File: src/rtl/seq_comp_pkg.sv
// Shared types and helpers for the sequential magnitude comparator.
`timescale 1ns/1ps
package seq_comp_pkg;

    // Controller states: waiting for a request, or walking slices MSB-first.
    typedef enum logic {
        IDLE = 1'b0,
        CMP  = 1'b1
    } state_t;

    // One-hot result encoding, packed as {grt, sma, eq}; all-zero means no result yet.
    localparam logic [2:0] RES_NONE = 3'b000;
    localparam logic [2:0] RES_GRT  = 3'b100;
    localparam logic [2:0] RES_SMA  = 3'b010;
    localparam logic [2:0] RES_EQ   = 3'b001;

    // Width of the slice index; at least one bit so a single-slice build still has a register.
    function automatic int idx_width(input int nsl);
        return (nsl > 1) ? $clog2(nsl) : 1;
    endfunction

endpackage

File: src/rtl/comp_slice.sv
// Combinational CHUNK-bit magnitude compare of one operand slice.
// With invert_msb set, the slice MSB of both inputs is flipped, which turns an
// unsigned compare of the top slice into a two's-complement compare.
`timescale 1ns/1ps
module comp_slice #(
    parameter int CHUNK = 4
) (
    input  logic [CHUNK-1:0] x,
    input  logic [CHUNK-1:0] y,
    input  logic             invert_msb,
    output logic             gt,
    output logic             lt
);

    logic [CHUNK-1:0] x_m;
    logic [CHUNK-1:0] y_m;

    // Optionally flip the sign bit of both slices before the unsigned compare.
    always_comb begin
        // NOTE: every combinational output gets a full default first, so no path leaves it unassigned and no latch is inferred.
        x_m = x;
        y_m = y;
        x_m[CHUNK-1] = x[CHUNK-1] ^ invert_msb;
        y_m[CHUNK-1] = y[CHUNK-1] ^ invert_msb;
    end

    assign gt = (x_m > y_m);
    assign lt = (x_m < y_m);

endmodule

File: src/rtl/seq_mag_comp.sv
// Multi-cycle magnitude comparator: compares W-bit operands MSB-first, CHUNK
// bits per cycle, signed or unsigned, stopping at the first differing slice.
// Optional feature macro: SEQ_COMP_STATS_EN adds saturating result counters
// cnt_grt / cnt_sma / cnt_eq.
`timescale 1ns/1ps
module seq_mag_comp
    import seq_comp_pkg::*;
#(
    parameter int W     = 16,
    parameter int CHUNK = 4,
    parameter int CNT_W = 16
) (
    input  logic             clk,
    input  logic             rst_n,
    input  logic             start,
    input  logic             signed_mode,
    input  logic [W-1:0]     a,
    input  logic [W-1:0]     b,
    output logic             busy,
    output logic             done,
    output logic             grt,
    output logic             sma,
    output logic             eq
`ifdef SEQ_COMP_STATS_EN
    ,
    output logic [CNT_W-1:0] cnt_grt,
    output logic [CNT_W-1:0] cnt_sma,
    output logic [CNT_W-1:0] cnt_eq
`endif
);

    localparam int NSL   = W / CHUNK;
    localparam int IDX_W = idx_width(NSL);
    localparam logic [IDX_W-1:0] TOP_IDX = IDX_W'(NSL - 1);

    // Reject configurations that cannot be split into whole slices.
    if ((W % CHUNK) != 0 || CHUNK < 1 || CNT_W < 1) begin : g_bad_params
        $error("seq_mag_comp: W must be a positive multiple of CHUNK and CNT_W >= 1");
    end

    state_t           state, state_next;
    logic [IDX_W-1:0] idx, idx_next;
    logic [W-1:0]     a_q, b_q;
    logic             signed_q;
    logic [2:0]       res_q, res_next;
    logic             capture, finish;
    logic [CHUNK-1:0] slice_a, slice_b;
    logic             invert_msb, slice_gt, slice_lt;

    // Slice mux: the captured operands are presented one slice at a time.
    assign slice_a    = a_q[idx*CHUNK +: CHUNK];
    assign slice_b    = b_q[idx*CHUNK +: CHUNK];
    assign invert_msb = signed_q && (idx == TOP_IDX);

    comp_slice #(.CHUNK(CHUNK)) u_slice (
        .x          (slice_a),
        .y          (slice_b),
        .invert_msb (invert_msb),
        .gt         (slice_gt),
        .lt         (slice_lt)
    );

    // Next-state, index and result decode for the IDLE/CMP controller.
    always_comb begin
        state_next = state;
        idx_next   = idx;
        capture    = 1'b0;
        finish     = 1'b0;
        res_next   = RES_EQ;
        unique case (state)
            IDLE: begin
                if (start) begin
                    capture    = 1'b1;
                    idx_next   = TOP_IDX;
                    state_next = CMP;
                end
            end
            CMP: begin
                if (slice_gt) begin
                    res_next   = RES_GRT;
                    finish     = 1'b1;
                    state_next = IDLE;
                end else if (slice_lt) begin
                    res_next   = RES_SMA;
                    finish     = 1'b1;
                    state_next = IDLE;
                end else if (idx == '0) begin
                    finish     = 1'b1;
                    state_next = IDLE;
                end else begin
                    idx_next = idx - 1'b1;
                end
            end
            default: state_next = IDLE;
        endcase
    end

    // Controller state, slice index, result flags and done pulse.
    always_ff @(posedge clk or negedge rst_n) begin
        if (!rst_n) begin
            state <= IDLE;
            idx   <= '0;
            res_q <= RES_NONE;
            done  <= 1'b0;
        end else begin
            // NOTE: non-blocking assignments here so every register updates from pre-edge values, matching real flops.
            state <= state_next;
            idx   <= idx_next;
            done  <= finish;
            if (finish) begin
                res_q <= res_next;
            end
        end
    end

    // Operand capture on an accepted start; later a/b changes are not seen.
    // NOTE: no reset on these data registers: they are always loaded before the controller reads them.
    always_ff @(posedge clk) begin
        if (capture) begin
            a_q      <= a;
            b_q      <= b;
            signed_q <= signed_mode;
        end
    end

    assign busy            = (state == CMP);
    assign {grt, sma, eq}  = res_q;

`ifdef SEQ_COMP_STATS_EN
    // Saturating per-result counters, cleared only by reset.
    always_ff @(posedge clk or negedge rst_n) begin
        if (!rst_n) begin
            cnt_grt <= '0;
            cnt_sma <= '0;
            cnt_eq  <= '0;
        end else if (finish) begin
            if (res_next == RES_GRT && cnt_grt != '1) cnt_grt <= cnt_grt + 1'b1;
            if (res_next == RES_SMA && cnt_sma != '1) cnt_sma <= cnt_sma + 1'b1;
            if (res_next == RES_EQ  && cnt_eq  != '1) cnt_eq  <= cnt_eq  + 1'b1;
        end
    end
`endif

endmodule

File: config.mk
export PLATFORM = sky130hd
export DESIGN_NAME = seq_mag_comp
export DESIGN_NICKNAME = d
export VERILOG_FILES = /design/src/rtl/seq_comp_pkg.sv /design/src/rtl/comp_slice.sv /design/src/rtl/seq_mag_comp.sv
export SDC_FILE = /design/constraint.sdc
export NUM_CORES = 1
export LEC_CHECK = 0
export CAP_MARGIN = 20
export CORE_AREA = 2 2 55 68
export CTS_CLUSTER_SIZE = 24
export DETAILED_ROUTE_END_ITERATION = 6
export DIE_AREA = 0 0 57 70
export PLACE_DENSITY_LB_ADDON = 0.3
export RECOVER_POWER = 25
export SYNTH_ARGS = -nofsm -noshare
export SYNTH_HDL_FRONTEND = slang
export SYNTH_SLANG_ARGS = --single-unit
File: constraint.sdc
create_clock -name clk -period 6.25 [get_ports clk]
set_clock_uncertainty 0.2 [all_clocks]
set_input_delay 1.25 -clock clk [delete_from_list [all_inputs] [get_ports clk]]
set_output_delay 1.25 -clock clk [all_outputs]
set_load 0.005 [all_outputs]
Yosys cells after proc, flatten, opt, wreduce, memory -nomap -nowiden

Cells that the tools add are included.

Flip-flop bits (word level): 40
Latch bits: 0
RAM bits: 0
Memory bits (read-only): 0
Input bits: 36
Output and inout port bits: 5
Logic and storage cells: 41
Memories: 0

Add/subtract/negate cells: 1
$mul: 0
Divide/modulo/power cells: 0
$lt $le $gt $ge: 2
Equal/unequal tests: 5
Shift-type cells: 2
Mux-type cells: 18
Bitwise gates (word level): 3
Reductions and logical operators: 3

Operators with widths:

| cell                                                                | number |
|---|---|
| 16-bit by 5-bit variable part select with 4-bit output              | 2 |
| 2-bit two-way mux                                                   | 5 |
| 1-bit two-way mux                                                   | 9 |
| 2-bit != test (second input constant)                               | 4 |
| 3-bit two-way mux                                                   | 2 |
| 4-bit > comparator                                                  | 1 |
| 4-bit < comparator                                                  | 1 |
| 2-bit one-hot mux with 2 select lines                               | 1 |
| 4-bit AND reduction                                                 | 1 |
| 2-bit == test (second input constant)                               | 1 |
| 2-bit zero test                                                     | 1 |
| 1-bit one-hot mux with 2 select lines                               | 1 |
| 2-bit by 1-bit subtractor with 2-bit output (second input constant) | 1 |
| 1-bit bitwise XOR                                                   | 2 |
| 1-bit logical AND                                                   | 1 |
| 1-bit NOT                                                           | 1 |

Depth between registers and ports, before layout

Word-level depth: 7
Depth in mapped cells: 8
Mapped depth without buffers: 8

Modules after synthesis

From an unflattened synthesis, not the netlist that was laid out.

Cell total of the unflattened synthesis: 90
Area, all modules: 1665.3 um2

Modules (own cells, without submodules):

| module       | instances | cells each | area each (um2) |
|---|---|---|---|
| seq_mag_comp | 1         | 74         | 1537.7 |
| comp_slice   | 1         | 16         | 127.6 |

Worst setup path after synthesis

No wires, ideal clock.

Path type: input to register
Start: input start
End: register a_q[0] (enable)
Library setup time: 0.429 ns
Arrival: 2.791 ns
Required time: 5.621 ns
Path slack: 2.830 ns
Stages on the path: 1
Buffers on the path: 0
Cells stage by stage: nor2b_1

Longest elaborated chain between the ends: 2

RTL lines:

| element              | line                | text |
|---|---|---|
| start, declared      | seq_mag_comp.sv:15  | `input logic start,` |
| 1-bit two-way mux    | seq_mag_comp.sv:72  | `if (start) begin` |
| 1-bit two-way mux    | seq_mag_comp.sv:70  | `unique case (state)` |
| end signal, assigned | seq_mag_comp.sv:120 | `a_q <= a;` |
| end, declared        | seq_mag_comp.sv:43  | `logic [W-1:0] a_q, b_q;` |

Every way passes these cells.
A chain may end at the register's enable or synchronous reset.

Worst setup path after layout

Start: register idx[0]
End: register idx[1]

Longest elaborated chain between the ends: 6
Elaborated cells between the ends (all ways): 18
Those cells by class: 1 x add/sub; 2 x order compare; 4 x eq/ne; 2 x shift; 4 x mux; 2 x bitwise; 3 x reduce/logical

RTL lines:

| element                                                    | line                | text |
|---|---|---|
| start, declared                                            | seq_mag_comp.sv:42  | `logic [IDX_W-1:0] idx, idx_next;` |
| start signal, assigned                                     | seq_mag_comp.sv:108 | `idx <= idx_next;` |
| branches (longest 6 deep; another with 4-bit < comparator) | --                  |  |

Parallel ways; which one is timed is not known. The select of a mux whose other input is x is not followed.

==> flow_summary.ini <==
[status]
status = finished clean

[critical_path]
r2r_start = idx[0]
critPathArrivalTime_ns = 2.97
r2r_slack_ns = 3.29
cp.required_ns = 6.26
crit_fanout = 10
rr_worst_depth = 6
start_kind = flop
worstSetupPathType = flop to flop
rr_endpoint = idx[1]
end_kind = flop

[route]
vias_per_cell = 5.283
ant_nets = 0
drt-pass1-iter-count = 4
post_drt_wl_per_cell_um = 15.05
drtIter0Drc = 44
routed-via-count = 914
wl_mm = 2.604
drcViolationCount = 0

[final_layout]
drive_gt1_frac = 0.1716
syn_to_final_growth_pct = 33.46
fin_util = 0.6502
n_antenna_cell = 0
fillers = 266
final_cell_mix = edfxtp_1, clkdlybuf4s50_1, dlygate4sd3_1
mostFrequentLayoutCell = edfxtp_1
num-nets-final = 175
stdcell_area_um2 = 2226

[cts]
cts_setup_buffers = 0
cts_tree = yes
clockRootBuffer = clkbuf_8
clockBufferDepth = 2
clk_latency_ns = 0.28
cts-resized-gates = 0
cts_sinks = 40
htree_levels = 2
clkTransAtPathRegs_ns = 0.07
cts_inserted_buffers = 5
cts_hold_buf = 0

[synth]
ys_ff_latch = 40
ys.flop_type = edfxtp_1
seq_area_frac_synth = 0.6992
ys_warn_count = 0
syn-num-nets = 130
synth_compound_area_frac = 0.07577
synthCells = 88
async_flop_share = 0.1750
synth-simple-area-share = 0.03451
avgSynthCellArea_um2 = 18.95
synth_fa_ha_area_frac = 0.04501
synth-edff-count = 33
synthMuxAreaShare = 0.1140
synth_top_family_by_area = multiplexers
synth_xor_area_frac = 0.01050
synth_cell_types = 29
syn_area_um2 = 1668

[hold_path]
hold_path.class = flop to flop
hold_start = res_q[1]
holdPathEnd = res_q[1]
hold_depth = 1

[sta]
holdWs_ns = 0.3053
setup_ws_ns = 3.293
period_share = 0.4731
setup_viol = 0
max_freq_mhz = 338.2
setup_tns_ns = 0
tightestPinTransition_ns = 0.5754
final_hold_viol_count = 0
rsz0062_at_grt = false
drv_slew = 0
maxSlewHeadroom = 0.6164
min_period_ns = 2.957

[global_route]
grt_first_pass_wirelength_mm = 4.367
grt-ovfl-total = 0
track_usage = 0.1485
grt_antenna_before_repair = 0
grt_pass1_vias = 1008
grt_start_max_net_pins = 36

[floorplanning]
core-area_um2 = 3423
start_util = 0.4872
die-area_um2 = 3990
fp.dieH_um = 70
die_w_um = 57
top_level_ports = 41
std_cell_rows = 24

[power]
power.density_nw_per_um2 = 323.1
power.leakage_nw = 0.8255
peakVddDrop_mv = 0.2577

[flow_run]
drv_cap = 0

[placed_design]
place_area_um2 = 2115
gp_congestion = 0.6990
dpl.hpwl_mm = 1.890
place.port_buffers = 40
dp_slack_ns = 3.281
## routing by layer
metal	routed length, µm	GRT usage
met1	959	0.1656
met2	1396	0.2478
met3	191	0.04444
met4	56	0.08527
met5	0	0
## power by group
| group | total (mW) | switching (mW) | leakage, nW | internal [mW] |
|---|---|---|---|---|
| clock | 0.203 | 0.0853 | 0.0541 | 0.118 |
| sequential | 0.344 | 0.0210 | 0.395 | 0.323 |
| combinational | 0.172 | 0.0762 | 0.377 | 0.0955 |
| total | 0.719 | 0.182 | 0.825 | 0.537 |
## Yosys cell counts, types with 2 or more instances
cell type / number / area share
edfxtp_1: 33 / 0.59
dfrtp_1: 7 / 0.11
inv_1: 6 / 0.014
clkbuf_1: 2 / 0.0045
a21oi_1: 2 / 0.0060
mux4_2: 8 / 0.11
ha_1: 6 / 0.045
o21ai_0: 2 / 0.0060
nand2_1: 2 / 0.0045
## state kept, by name (all words and copies together) (netlist names)
name and count:
a_q 16, b_q 16, busy 1, done 1
idx 2, res_q 3, signed_q 1
## cell families after synthesis
kind of cell	count (synthesis)
AO/OA/AOI/OAI	13
adder cells (fa/ha/maj)	6
buffers and inverters	9
XOR/XNOR	2
multiplexers	9
flip-flops	40
AND/OR/NAND/NOR	9
## cell type report
cell class | count | area, µm² | share of cell area
clock buffer | 5 | 68.82 | 0.03092
clock inverter | 3 | 42.54 | 0.01911
multi-input combinational | 39 | 469.2 | 0.2108
tap | 39 | 48.80 | 0.02192
timing repair buffer | 41 | 407.9 | 0.1832
inverter | 6 | 22.52 | 0.01012
sequential | 40 | 1166 | 0.5239
## critical path: stages, from the launching register on
cell and delay (ns):
dfrtp_1 0.71, mux4_2 0.58, xor2_1 0.16, ha_1 0.39, nand4_2 0.21, a2111oi_4 0.41, mux2i_1 0.22
## through the flow
stage | total power [mW] | std cells
2_1_floorplan | 0.4604 | 88
3_3_place_gp | 0.5168 | 165
3_5_place_dp | 0.5250 | 165
4_1_cts | 0.7305 | 173
5_1_grt | 0.7580 | 173
6_report | 0.7191 | 173
## worst max-delay path by stage
stage          startpoint  slack, ns  cells after the start  endpoint
4_1_cts            idx[0]       3.26                      6    idx[1]
2_1_floorplan       start       2.83                      1    a_q[0]
5_1_grt            idx[0]       3.06                      6    idx[1]
3_3_place_gp       idx[0]       3.35                      6    idx[1]
6_report           idx[0]       3.29                      6    idx[1]
3_5_place_dp       idx[0]       3.28                      6    idx[1]
Note: power is estimated with default switching activity, not from simulation.
